==> config.mk <==
export PLATFORM = sky130hd
export DESIGN_NAME = evt_pkt_extractor_flat
export DESIGN_NICKNAME = d
export VERILOG_FILES = /design/src/rtl/evt_pkt_extractor_pkg.sv /design/src/rtl/evt_pkt_extractor_if.sv /design/src/rtl/fallthrough_small_fifo_old.sv /design/src/rtl/evt_pkt_extractor.sv /design/src/flat_wrapper.sv
export SDC_FILE = /design/constraint.sdc
export NUM_CORES = 1
export LEC_CHECK = 0
export CORE_UTILIZATION = 57
export CTS_CLUSTER_DIAMETER = 30
export DETAILED_ROUTE_END_ITERATION = 16
export PLACE_DENSITY = 0.88
export SYNTH_ARGS = -nofsm -noshare
export SYNTH_HDL_FRONTEND = slang
export SYNTH_SLANG_ARGS = --single-unit
==> constraint.sdc <==
create_clock -name clk -period 12.3 [get_ports clk]
set_clock_uncertainty 0.05 [all_clocks]
set_input_delay 2.46 -clock clk [delete_from_list [all_inputs] [get_ports clk]]
set_output_delay 2.46 -clock clk [all_outputs]
set_load 0.05 [all_outputs]
==> src/rtl/evt_pkt_extractor_pkg.sv <==
// Shared definitions for the event-packet injector/extractor pair: header
// layout, EtherType, module-header ctrl code and the extractor FSM states.
package evt_pkt_extractor_pkg;

   localparam int          DP_DATA_WIDTH      = 64;
   localparam int          DP_CTRL_WIDTH      = 8;
   localparam logic [7:0]  IO_QUEUE_STAGE_NUM = 8'hFF;
   localparam logic [15:0] EVT_ETYPE          = 16'h88B5;
   localparam int          EVT_HDR_WORDS      = 7;
   localparam int          EVT_PAYLOAD_WORDS  = 20;
   localparam int          IN_FIFO_DEPTH_BITS = 3;

   typedef enum logic [2:0] {
      ST_IDLE,
      ST_BUF_HDR,
      ST_REPLAY,
      ST_PASS,
      ST_EVT_HDR,
      ST_EVT_PAY,
      ST_EVT_DRAIN
   } state_t;

   // Any nonzero ctrl past the module header marks the last word of a packet.
   function automatic logic is_eop(input logic [DP_CTRL_WIDTH-1:0] ctrl);
      return ctrl != '0;
   endfunction

endpackage

==> src/rtl/evt_pkt_extractor_if.sv <==
// Datapath word bus (data/ctrl with write strobe and ready back-pressure).
interface evt_pkt_extractor_if
   import evt_pkt_extractor_pkg::*;
#(
   parameter int DATA_WIDTH = DP_DATA_WIDTH,
   parameter int CTRL_WIDTH = DP_CTRL_WIDTH
);
   logic [DATA_WIDTH-1:0] data;
   logic [CTRL_WIDTH-1:0] ctrl;
   logic                  wr;
   logic                  rdy;

   modport master (output data, output ctrl, output wr, input rdy);
   modport slave  (input data, input ctrl, input wr, output rdy);
endinterface

==> src/rtl/fallthrough_small_fifo_old.sv <==
// Small first-word-fallthrough FIFO: dout shows the head entry whenever
// empty is low; writes while full and reads while empty are ignored.
module fallthrough_small_fifo_old #(
   parameter int WIDTH          = 72,
   parameter int MAX_DEPTH_BITS = 3
) (
   input  logic [WIDTH-1:0] din,
   input  logic             wr_en,
   input  logic             rd_en,
   output logic [WIDTH-1:0] dout,
   output logic             full,
   output logic             empty,
   input  logic             reset,
   input  logic             clk
);
   localparam int DEPTH = 1 << MAX_DEPTH_BITS;

   logic [WIDTH-1:0]          mem_q [DEPTH];
   logic [MAX_DEPTH_BITS-1:0] wr_ptr_q, wr_ptr_d, rd_ptr_q, rd_ptr_d;
   logic [MAX_DEPTH_BITS:0]   depth_q, depth_d;
   logic                      do_wr, do_rd;

   assign full  = depth_q[MAX_DEPTH_BITS];
   assign empty = (depth_q == '0);
   assign dout  = mem_q[rd_ptr_q];
   assign do_wr = wr_en && !full;
   assign do_rd = rd_en && !empty;

   always_comb begin
      wr_ptr_d = do_wr ? wr_ptr_q + 1'b1 : wr_ptr_q;
      rd_ptr_d = do_rd ? rd_ptr_q + 1'b1 : rd_ptr_q;
      depth_d  = depth_q;
      case ({do_wr, do_rd})
         2'b10:   depth_d = depth_q + 1'b1;
         2'b01:   depth_d = depth_q - 1'b1;
         default: depth_d = depth_q;
      endcase
   end

   always_ff @(posedge clk) begin
      if (do_wr) mem_q[wr_ptr_q] <= din;
   end

   always_ff @(posedge clk) begin
      if (reset) begin
         wr_ptr_q <= '0;
         rd_ptr_q <= '0;
         depth_q  <= '0;
      end else begin
         wr_ptr_q <= wr_ptr_d;
         rd_ptr_q <= rd_ptr_d;
         depth_q  <= depth_d;
      end
   end
endmodule

==> src/rtl/evt_pkt_extractor.sv <==
// Collector-side event-packet extractor: strips event headers and writes the
// payload to the measurement FIFO; all other packets pass through unchanged.
module evt_pkt_extractor
   import evt_pkt_extractor_pkg::*;
#(
   parameter int          DATA_WIDTH        = DP_DATA_WIDTH,
   parameter int          CTRL_WIDTH        = DP_CTRL_WIDTH,
   parameter int          WORD_WIDTH        = DP_DATA_WIDTH,
   parameter int          NUM_WORDS_IN_HDR  = EVT_HDR_WORDS,
   parameter int          NUM_WORDS_PAYLOAD = EVT_PAYLOAD_WORDS,
   parameter logic [15:0] EVT_ETHERTYPE     = EVT_ETYPE
) (
   input  logic                   clk,
   input  logic                   reset_n,
   evt_pkt_extractor_if.slave     in_if,
   evt_pkt_extractor_if.master    out_if,
   output logic [WORD_WIDTH-1:0]  evt_dout,
   output logic                   evt_wr,
   input  logic                   evt_full,
   output logic                   evt_pkt_done,
   output logic                   evt_pkt_err,
   output logic [31:0]            evt_pkt_cnt
);
   localparam int FW = CTRL_WIDTH + DATA_WIDTH;

   state_t             state_q, state_d;
   logic [2:0][FW-1:0] hbuf_q, hbuf_d;
   logic [2:0]         hdr_cnt_q, hdr_cnt_d;
   logic [8:0]         pay_cnt_q, pay_cnt_d;
   logic [1:0]         len_q, len_d, rp_q, rp_d;
   logic [31:0]        cnt_q, cnt_d;
   logic               done_q, done_d, err_q, err_d;

   logic [FW-1:0]         fifo_dout;
   logic                  fifo_empty, fifo_full, fifo_rd, fifo_avail;
   logic [CTRL_WIDTH-1:0] head_ctrl, rp_ctrl;
   logic [DATA_WIDTH-1:0] head_data;

   fallthrough_small_fifo_old #(
      .WIDTH          (FW),
      .MAX_DEPTH_BITS (IN_FIFO_DEPTH_BITS)
   ) u_in_fifo (
      .din   ({in_if.ctrl, in_if.data}),
      .wr_en (in_if.wr),
      .rd_en (fifo_rd),
      .dout  (fifo_dout),
      .full  (fifo_full),
      .empty (fifo_empty),
      .reset (~reset_n),
      .clk   (clk)
   );

   assign in_if.rdy    = ~fifo_full;
   assign fifo_avail   = ~fifo_empty;
   assign head_ctrl    = fifo_dout[FW-1:DATA_WIDTH];
   assign head_data    = fifo_dout[DATA_WIDTH-1:0];
   assign rp_ctrl      = hbuf_q[rp_q][FW-1:DATA_WIDTH];
   assign evt_pkt_done = done_q;
   assign evt_pkt_err  = err_q;
   assign evt_pkt_cnt  = cnt_q;

   always_comb begin
      state_d     = state_q;
      hbuf_d      = hbuf_q;
      hdr_cnt_d   = hdr_cnt_q;
      pay_cnt_d   = pay_cnt_q;
      len_d       = len_q;
      rp_d        = rp_q;
      cnt_d       = cnt_q;
      done_d      = 1'b0;
      err_d       = 1'b0;
      fifo_rd     = 1'b0;
      out_if.data = '0;
      out_if.ctrl = '0;
      out_if.wr   = 1'b0;
      evt_wr      = 1'b0;
      evt_dout    = '0;

      case (state_q)
         // Words ahead of a module header belong to no packet and are dropped.
         ST_IDLE: begin
            if (fifo_avail) begin
               fifo_rd = 1'b1;
               if (head_ctrl == IO_QUEUE_STAGE_NUM) begin
                  hbuf_d[0] = fifo_dout;
                  hdr_cnt_d = 3'd1;
                  state_d   = ST_BUF_HDR;
               end
            end
         end

         ST_BUF_HDR: begin
            if (fifo_avail) begin
               fifo_rd                 = 1'b1;
               hbuf_d[hdr_cnt_q[1:0]] = fifo_dout;
               rp_d                    = 2'd0;
               if (is_eop(head_ctrl)) begin
                  len_d   = hdr_cnt_q[1:0] + 2'd1;
                  state_d = ST_REPLAY;
               end else if (hdr_cnt_q == 3'd2) begin
                  len_d = 2'd3;
                  if (head_data[31:16] == EVT_ETHERTYPE) begin
                     hdr_cnt_d = 3'd3;
                     state_d   = ST_EVT_HDR;
                  end else begin
                     state_d = ST_REPLAY;
                  end
               end else begin
                  hdr_cnt_d = hdr_cnt_q + 3'd1;
               end
            end
         end

         ST_REPLAY: begin
            if (out_if.rdy) begin
               out_if.wr   = 1'b1;
               out_if.data = hbuf_q[rp_q][DATA_WIDTH-1:0];
               out_if.ctrl = rp_ctrl;
               if (rp_q == len_q - 2'd1)
                  state_d = is_eop(rp_ctrl) ? ST_IDLE : ST_PASS;
               else
                  rp_d = rp_q + 2'd1;
            end
         end

         ST_PASS: begin
            if (fifo_avail && out_if.rdy) begin
               fifo_rd     = 1'b1;
               out_if.wr   = 1'b1;
               out_if.data = head_data;
               out_if.ctrl = head_ctrl;
               if (is_eop(head_ctrl)) state_d = ST_IDLE;
            end
         end

         ST_EVT_HDR: begin
            if (fifo_avail) begin
               fifo_rd = 1'b1;
               if (is_eop(head_ctrl)) begin
                  err_d   = 1'b1;
                  state_d = ST_IDLE;
               end else if (hdr_cnt_q == 3'(NUM_WORDS_IN_HDR - 1)) begin
                  pay_cnt_d = '0;
                  state_d   = ST_EVT_PAY;
               end else begin
                  hdr_cnt_d = hdr_cnt_q + 3'd1;
               end
            end
         end

         // Words already handed to the measurement FIFO stay there on error.
         ST_EVT_PAY: begin
            if (fifo_avail && !evt_full) begin
               fifo_rd  = 1'b1;
               evt_wr   = 1'b1;
               evt_dout = WORD_WIDTH'(head_data);
               if (pay_cnt_q == 9'(NUM_WORDS_PAYLOAD - 1)) begin
                  if (is_eop(head_ctrl)) begin
                     done_d  = 1'b1;
                     cnt_d   = cnt_q + 32'd1;
                     state_d = ST_IDLE;
                  end else begin
                     err_d   = 1'b1;
                     state_d = ST_EVT_DRAIN;
                  end
               end else if (is_eop(head_ctrl)) begin
                  err_d   = 1'b1;
                  state_d = ST_IDLE;
               end else begin
                  pay_cnt_d = pay_cnt_q + 9'd1;
               end
            end
         end

         ST_EVT_DRAIN: begin
            if (fifo_avail) begin
               fifo_rd = 1'b1;
               if (is_eop(head_ctrl)) state_d = ST_IDLE;
            end
         end

         default: state_d = ST_IDLE;
      endcase
   end

   always_ff @(posedge clk) begin
      if (!reset_n) begin
         state_q   <= ST_IDLE;
         hbuf_q    <= '0;
         hdr_cnt_q <= '0;
         pay_cnt_q <= '0;
         len_q     <= '0;
         rp_q      <= '0;
         cnt_q     <= '0;
         done_q    <= 1'b0;
         err_q     <= 1'b0;
      end else begin
         state_q   <= state_d;
         hbuf_q    <= hbuf_d;
         hdr_cnt_q <= hdr_cnt_d;
         pay_cnt_q <= pay_cnt_d;
         len_q     <= len_d;
         rp_q      <= rp_d;
         cnt_q     <= cnt_d;
         done_q    <= done_d;
         err_q     <= err_d;
      end
   end
endmodule
==> src/flat_wrapper.sv <==
// flat-port wrapper written by rule: the top's interface ports become plain ports
module evt_pkt_extractor_flat import evt_pkt_extractor_pkg::*;
#(
   parameter int          DATA_WIDTH        = DP_DATA_WIDTH,
   parameter int          CTRL_WIDTH        = DP_CTRL_WIDTH,
   parameter int          WORD_WIDTH        = DP_DATA_WIDTH,
   parameter int          NUM_WORDS_IN_HDR  = EVT_HDR_WORDS,
   parameter int          NUM_WORDS_PAYLOAD = EVT_PAYLOAD_WORDS,
   parameter logic [15:0] EVT_ETHERTYPE     = EVT_ETYPE
)
  (clk, reset_n, evt_dout, evt_wr, evt_full, evt_pkt_done, evt_pkt_err, evt_pkt_cnt, in_if_data, in_if_ctrl, in_if_wr, in_if_rdy, out_if_data, out_if_ctrl, out_if_wr, out_if_rdy);
  evt_pkt_extractor_if #(.DATA_WIDTH(DATA_WIDTH), .CTRL_WIDTH(CTRL_WIDTH)) in_if_i ();
  evt_pkt_extractor_if #(.DATA_WIDTH(DATA_WIDTH), .CTRL_WIDTH(CTRL_WIDTH)) out_if_i ();
  input  logic clk;
  input  logic reset_n;
  output logic [WORD_WIDTH-1:0] evt_dout;
  output logic evt_wr;
  input  logic evt_full;
  output logic evt_pkt_done;
  output logic evt_pkt_err;
  output logic [31:0] evt_pkt_cnt;
  input wire logic [$bits(in_if_i.data)-1:0] in_if_data;
  input wire logic [$bits(in_if_i.ctrl)-1:0] in_if_ctrl;
  input wire logic [$bits(in_if_i.wr)-1:0] in_if_wr;
  output wire logic [$bits(in_if_i.rdy)-1:0] in_if_rdy;
  output wire logic [$bits(out_if_i.data)-1:0] out_if_data;
  output wire logic [$bits(out_if_i.ctrl)-1:0] out_if_ctrl;
  output wire logic [$bits(out_if_i.wr)-1:0] out_if_wr;
  input wire logic [$bits(out_if_i.rdy)-1:0] out_if_rdy;
  assign in_if_i.data = in_if_data;
  assign in_if_i.ctrl = in_if_ctrl;
  assign in_if_i.wr = in_if_wr;
  assign in_if_rdy = in_if_i.rdy;
  assign out_if_data = out_if_i.data;
  assign out_if_ctrl = out_if_i.ctrl;
  assign out_if_wr = out_if_i.wr;
  assign out_if_i.rdy = out_if_rdy;
  evt_pkt_extractor #(.DATA_WIDTH(DATA_WIDTH), .CTRL_WIDTH(CTRL_WIDTH), .WORD_WIDTH(WORD_WIDTH), .NUM_WORDS_IN_HDR(NUM_WORDS_IN_HDR), .NUM_WORDS_PAYLOAD(NUM_WORDS_PAYLOAD), .EVT_ETHERTYPE(EVT_ETHERTYPE)) u_core (.clk(clk), .reset_n(reset_n), .in_if(in_if_i), .out_if(out_if_i), .evt_dout(evt_dout), .evt_wr(evt_wr), .evt_full(evt_full), .evt_pkt_done(evt_pkt_done), .evt_pkt_err(evt_pkt_err), .evt_pkt_cnt(evt_pkt_cnt));
endmodule
==> results of run 1 <==
[worst reg2reg max path: stages, from the launching register on]
cell,delay (ns)
dfxtp_4,0.94
buf_4,1.03
nor2b_1,0.32
a22oi_1,0.23
and3_1,0.42
nand4_1,0.32
o21ai_1,0.22
and3_4,0.58
buf_4,0.93
nor2_1,0.22
a211oi_1,0.34
[kinds of logic (layout without fill, tap and decap cells)]
group | count (synthesis) | in the layout | synth area share (%)
xor gates and xnor gates | 45 | 45 | 1.13
buffers and inverters | 216 | 575 | 2.67
AOI/OAI and AO/OA | 467 | 467 | 9.47
DFF | 858 | 858 | 65.5
and+or+nand+nor | 619 | 619 | 7.66
adders and majority gates | 11 | 11 | 0.393
other | 0 | 15 | 0
muxes | 306 | 306 | 13.2
[worst paths after layout]
check | from | to | cells past startpoint
setup / recovery | out_if_rdy | out_if_data[60] | 6
hold / removal | u_core.len_q[1] | u_core.len_q[1] | 2
setup reg to reg | flip-flop | u_core.hbuf_q[35] | 10
hold reg to reg | u_core.len_q[1] | u_core.len_q[1] | 2
[sequential cells by signal (all words and copies together) (netlist names), named ones only]
name,flops
u_core.u_in_fifo.mem_q,576
u_core.hbuf_q,216
u_core.evt_pkt_cnt,32
u_core.pay_cnt_q,9
u_core.u_in_fifo.depth_q,4
u_core.hdr_cnt_q,3
u_core.state_q,3
u_core.u_in_fifo.rd_ptr_q,3
u_core.u_in_fifo.wr_ptr_q,3
u_core.len_q,2
u_core.rp_q,2
u_core.evt_pkt_done,1
u_core.evt_pkt_err,1
[area by class of cell]
| type | instances | area [µm²] | share of cell area, % |
|---|---|---|---|
| diodes | 15 | 37.5 | 0.0868 |
| clock buffers | 163 | 3760 | 8.69 |
| clock inverters | 107 | 1440 | 3.34 |
| multi-input cells | 1448 | 11200 | 26.0 |
| inverters | 23 | 95.1 | 0.220 |
| flip-flops and latches | 858 | 23000 | 53.1 |
| well taps | 782 | 978 | 2.26 |
| repair buffers | 282 | 2740 | 6.34 |
[report_power, final]
group | internal, µW | total [µW] | switching [µW]
logic | 528 | 1380 | 852
clock network | 2740 | 4230 | 1490
registers | 3230 | 3360 | 131
[per-stage QoR]
step	instances	area, µm²	utilization [%]
CTS	3663	43200	71.3
global placement	3393	38000	62.7
detailed placement	3393	38000	62.7
finish	3678	43200	71.4
global route	3675	43200	71.3
floorplan	2522	35000	-
[cells in the final DEF (no fill, tap or decap), drive strengths merged, types with 14 or more instances in the layout]
| master | Yosys | final |
|---|---|---|
| a211oi | 218 | 218 |
| a21oi | 59 | 59 |
| buf | 57 | 33 |
| bufinv | 0 | 24 |
| clkbuf | 136 | 163 |
| clkdlybuf4s50 | 0 | 249 |
| clkinv | 0 | 52 |
| clkinvlp | 0 | 16 |
| dfxtp | 282 | 282 |
| diode | 0 | 15 |
| edfxtp | 576 | 576 |
| inv | 23 | 38 |
| mux2i | 183 | 183 |
| mux4 | 122 | 122 |
| nand2 | 102 | 102 |
| nand3 | 18 | 18 |
| nand4 | 18 | 18 |
| nor2 | 373 | 373 |
| nor3 | 28 | 28 |
| nor4 | 21 | 21 |
| o21ai | 18 | 18 |
| o22a | 58 | 58 |
| o22ai | 88 | 88 |
| xnor2 | 31 | 31 |
| xor2 | 14 | 14 |
[synth_stat cells (all sizes together) (2+ instances only)]
library cell and count:
nand2 102, nor3b 6, inv 23, and2 9
nand2b 7, mux4 122, a211oi 218, nor2 373
dfxtp 282, or2 2, nor4 21, nor3 28
o211ai 3, and4b 2, nand4 18, a21oi 59
xor2 14, nor4b 5, o22ai 88, ha 11
a22oi 6, a221oi 3, a21o 2, o21ai 18
mux2i 183, buf 57, nand3 18, o22a 58
o31ai 3, clkbuf 136, and3 11, nor2b 4
xnor2 31, edfxtp 576, or3 7
[routing by layer]
metal | share of wire, % | wire length [µm] | track usage [%]
met1 | 38 | 35300 | 37.1
met2 | 49 | 46300 | 49.2
met3 | 9.0 | 8410 | 6.80
met4 | 4.1 | 3830 | 15.8
met5 | 0.027 | 25 | 0
==> results.cfg, run 1 <==
[timing]
rsz0062_at_grt = false
hold_viol = 0
setup_ws_ns = 4.38
tns_ns = 0
period_needed_ns = 7.92
tightest_slew_ns = 1.27
fin_crit_sh_pct = 64.4
setup_viol = 0
maxSlewViolCount = 0
whs_ns = 0.431
timing.fmax_ghz = 0.126
slew_headroom_pct = 15.3

[routing]
vias = 23779
wl_per_cell_um = 25.5
routed_wl_mm = 93.9
drc = 0
first_pass_iters = 6
drt_iter0_markers = 2487
vias_per_cell = 6.47
final_antenna_net_count = 0

[critical_path]
r2r_slack_ns = 6.58
path_max_fanout = 73
cp_slowest_stage_delay_ns = 0.90
path_cells = clkdlybuf4s50_1 > inv_1 > or4_2 > buf_4 > o22ai_1 > clkdlybuf4s50_1
end_kind = output pin
required_ns = 9.79
slowest_stage = clkdlybuf4s50_1
cp-start-kind = input pin
critical_path_buf_inv_count = 4
crit_type = in2out
arrival_ns = 5.41
cpLargestDelayFamily = buffers and inverters
crit_top_cell = clkdlybuf4s50_1

[power_and_ir_drop]
p_leak_uw = 0.0137
vdd_drop_max_uv = 141
p_per_area_mw_per_mm2 = 208
power_uw = 8980

[yosys]
synthFlopType = edfxtp_1
synth-seq-cells = 858
synth.cell_area_mm2 = 0.0350
synth.distinct_cells = 66
synth_top_area_share_pct = 49.4
postSynthAreaPerCell_um2 = 13.9
synthTopCellsByArea = edfxtp_1, dfxtp_1, mux4_2, mux2i_1, a211oi_1
synth-async-reset-ratio_pct = 0
yosys_warnings = 0
netlist_instances = 2522
ys_seq_area_share_pct = 65.5
synth_top_cell_by_area = edfxtp_1
syn_nets = 2610
synth_edf_count = 576

[die]
rows = 90
start_util_pct = 57.8
die_area_mm2 = 0.0624
die_height_um = 250
die_x_um = 250
ios = 250
core_mm2 = 0.0606

[run]
maxCapViolCount = 0

[clock_tree]
cts_buffers = 144
ctsHtreeMaxLevel = 4
cts_buffer_depth = 3
clock_sinks = 858
clk_pin_slew_ns = 0.04
tritoncts = built
clk_latency_ns = 0.75
post_cts.repair.setup_buffers = 0
cts_resized = 0
ctsHoldBuffers = 0
cts_root_buf = clkbuf_16

[cells_and_area]
num-nets-final = 2845
drive_above_1_share_pct = 14.9
area_delta_synth_final_pct = 23.5
num-fill-cells = 3507

[global_routing]
antenna_found_initial = 17
grt_max_degree = 174
track_usage_pct = 29.9
grt_first_pass_wirelength_mm = 141
grt_pass1_vias = 23840
grt_overflow = 0

[place]
gp_congestion = 0.883
place_ws_ns = 4.41
io_buffer_count = 249
dp_hpwl_mm = 50.5

[status]
outcome = completed

[min_path]
holdCritPathClass = reg2reg
Note: power is estimated with default switching activity, not from simulation.
==> run 2: changes to the inputs <==
--- a/config.mk
+++ b/config.mk
@@ -5,10 +5,10 @@
 export SDC_FILE = /design/constraint.sdc
 export NUM_CORES = 1
 export LEC_CHECK = 0
-export CORE_UTILIZATION = 57
+export CORE_UTILIZATION = 53
 export CTS_CLUSTER_DIAMETER = 30
 export DETAILED_ROUTE_END_ITERATION = 16
-export PLACE_DENSITY = 0.88
+export PLACE_DENSITY = 0.86
 export SYNTH_ARGS = -nofsm -noshare
 export SYNTH_HDL_FRONTEND = slang
 export SYNTH_SLANG_ARGS = --single-unit
==> constraint.sdc (replaced) <==
create_clock -name clk -period 7.25 [get_ports clk]
set_clock_uncertainty 0.05 [all_clocks]
set_input_delay 1.45 -clock clk [delete_from_list [all_inputs] [get_ports clk]]
set_output_delay 1.45 -clock clk [all_outputs]
set_load 0.05 [all_outputs]
==> run 2 against run 1 <==
Compared with the run above: first-iteration DRC count up 13%; flip-flop and latch count unchanged; combinational power up 74%; clock power up 65%; setup slack worse by 3.5 ns; utilization down 4.6 points; clock-buffer cell count up 9; total power up 67%; sequential share of layout area about the same; register-to-register slack worse by 4.4 ns; die area up 7.5%; critical path depth unchanged.
==> results.cfg, run 2 (synthesis results as in run 1) <==
[power_and_ir_drop]
p_leak_uw = 0.0137
comb_power_share_pct = 16.0
p_clk_share_pct = 46.4
p_int_uw = 10900
power_uw = 15000
p_switching_uw = 4150
p_seq_share_pct = 37.7
p_per_area_mw_per_mm2 = 347
swShare_pct = 27.6
vdd_drop_max_uv = 234

[clock_tree]
clk_pin_slew_ns = 0.04
cts_resized = 0
post_cts.repair.setup_buffers = 0
cts_buffer_depth = 3
ctsHoldBuffers = 0
cts_buffers = 146
ctsHtreeMaxLevel = 4
tritoncts = built
clock_sinks = 858
clk_latency_ns = 0.73
cts_root_buf = clkbuf_16

[critical_path]
end_kind = output pin
path_max_fanout = 41
crit_type = reg2out
required_ns = 5.75
arrival_ns = 4.83
cp-start-kind = flip-flop
crit_start = u_core.state_q[1]

[global_routing]
grt_max_degree = 123
antenna_found_initial = 20
grt_first_pass_wirelength_mm = 142
grt_pass1_vias = 24144
track_usage_pct = 28.0
grt_overflow = 0

[min_path]
holdCritPathClass = reg2reg
min_from = u_core.len_q[1]

[routing]
vias = 23822
first_pass_iters = 6
drc = 0
final_antenna_net_count = 0
wl_per_cell_um = 25.1
routed_wl_mm = 94.2
drt_iter0_markers = 2816
vias_per_cell = 6.35

[timing]
timing.fmax_ghz = 0.158
tightest_slew_ns = 1.34
setup_ws_ns = 0.919
slew_headroom_pct = 10.8
tns_ns = 0
fin_crit_sh_pct = 87.3
rsz0062_at_grt = false
period_needed_ns = 6.33
hold_viol = 0
maxSlewViolCount = 0
setup_viol = 0

[cells_and_area]
max_flop_register = u_core.u_in_fifo.mem_q
post-route-util_pct = 66.8
drive_above_1_share_pct = 14.9
num-fill-cells = 4107
layout_commonest_cell = edfxtp_1
most-common-layout-cells = edfxtp_1, nor2_1, dfxtp_1
seqCellArea_mm2 = 0.0230
stdcell_area_mm2 = 0.0433
num-nets-final = 2850
area_delta_synth_final_pct = 23.6
largest_register_ffs = 576
multiInputGateArea_mm2 = 0.0112

[place]
dp_hpwl_mm = 53.3
place_ws_ns = 1.03
io_buffer_count = 249
gp_congestion = 0.840
dpl-instance-area_mm2 = 0.0382

[die]
rows = 93
ios = 250
die_area_mm2 = 0.0671
die_height_um = 259
core_mm2 = 0.0648
die_x_um = 259
start_util_pct = 54.0

[status]
outcome = completed

[run]
maxCapViolCount = 0
## run 2: cell types whose count changed in the layout (fill, tap and decap cells not counted), moves of 4 or more
cell | previous run | this run
clkinv_8 | 5 | 1
bufinv_16 | 24 | 16
inv_6 | 12 | 19
buf_12 | 0 | 6
clkbuf_16 | 146 | 151
## run 2: layout make-up
type	instances	share of cell area [%]
Inverter	23	0.220
Antenna cell	12	0.0694
Tap cell	855	2.47
Multi-Input combinational cell	1448	26.0
Timing Repair Buffer	285	6.56
Sequential cell	858	53.1
Clock buffer	172	9.05
Clock inverter	100	2.61
## run 2: path summary, 6_finish.rpt
path,to,slack (ns),cells after the start
max reg2reg,u_core.hbuf_q[39],2.17,10
min,u_core.len_q[1],0.43,2
min reg2reg,u_core.len_q[1],0.43,2
max,out_if_ctrl[7],0.92,6
## run 2: power groups by stage
stage                     combinational [µW]  sequential [µW]  clock [µW]
after floorplan                         1660             5640           0
after global placement                  2250             5720           0
after detailed placement                2330             5740           0
after CTS                               2370             5660        7020
after global routing                    2510             5680        7240
final                                   2400             5660        6970
## run 2: metal layers
metal	global-route usage, %	vias up	share of wire, %
met4	15.0	6	4.2
met2	46.1	1456	49
met3	5.72	295	8.6
met5	0	-	0.045
met1	35.0	11822	38
li1	-	10243	-
## run 2: worst max-delay path, stage by stage, from the launching register on
cell and delay [ns]:
dfxtp_1 0.58, inv_1 0.21, nor3_1 0.62, nand2_2 0.79, buf_4 0.57, o21ai_0 0.44, clkdlybuf4s50_1 0.89
## run 2: metrics by stage
stage          std cells  hold WS [ns]
2_1_floorplan       2522         0.385
3_5_place_dp        3469         0.425
6_report            3753         0.432
4_1_cts             3741         0.431
5_1_grt             3753         0.454
3_3_place_gp        3469         0.403
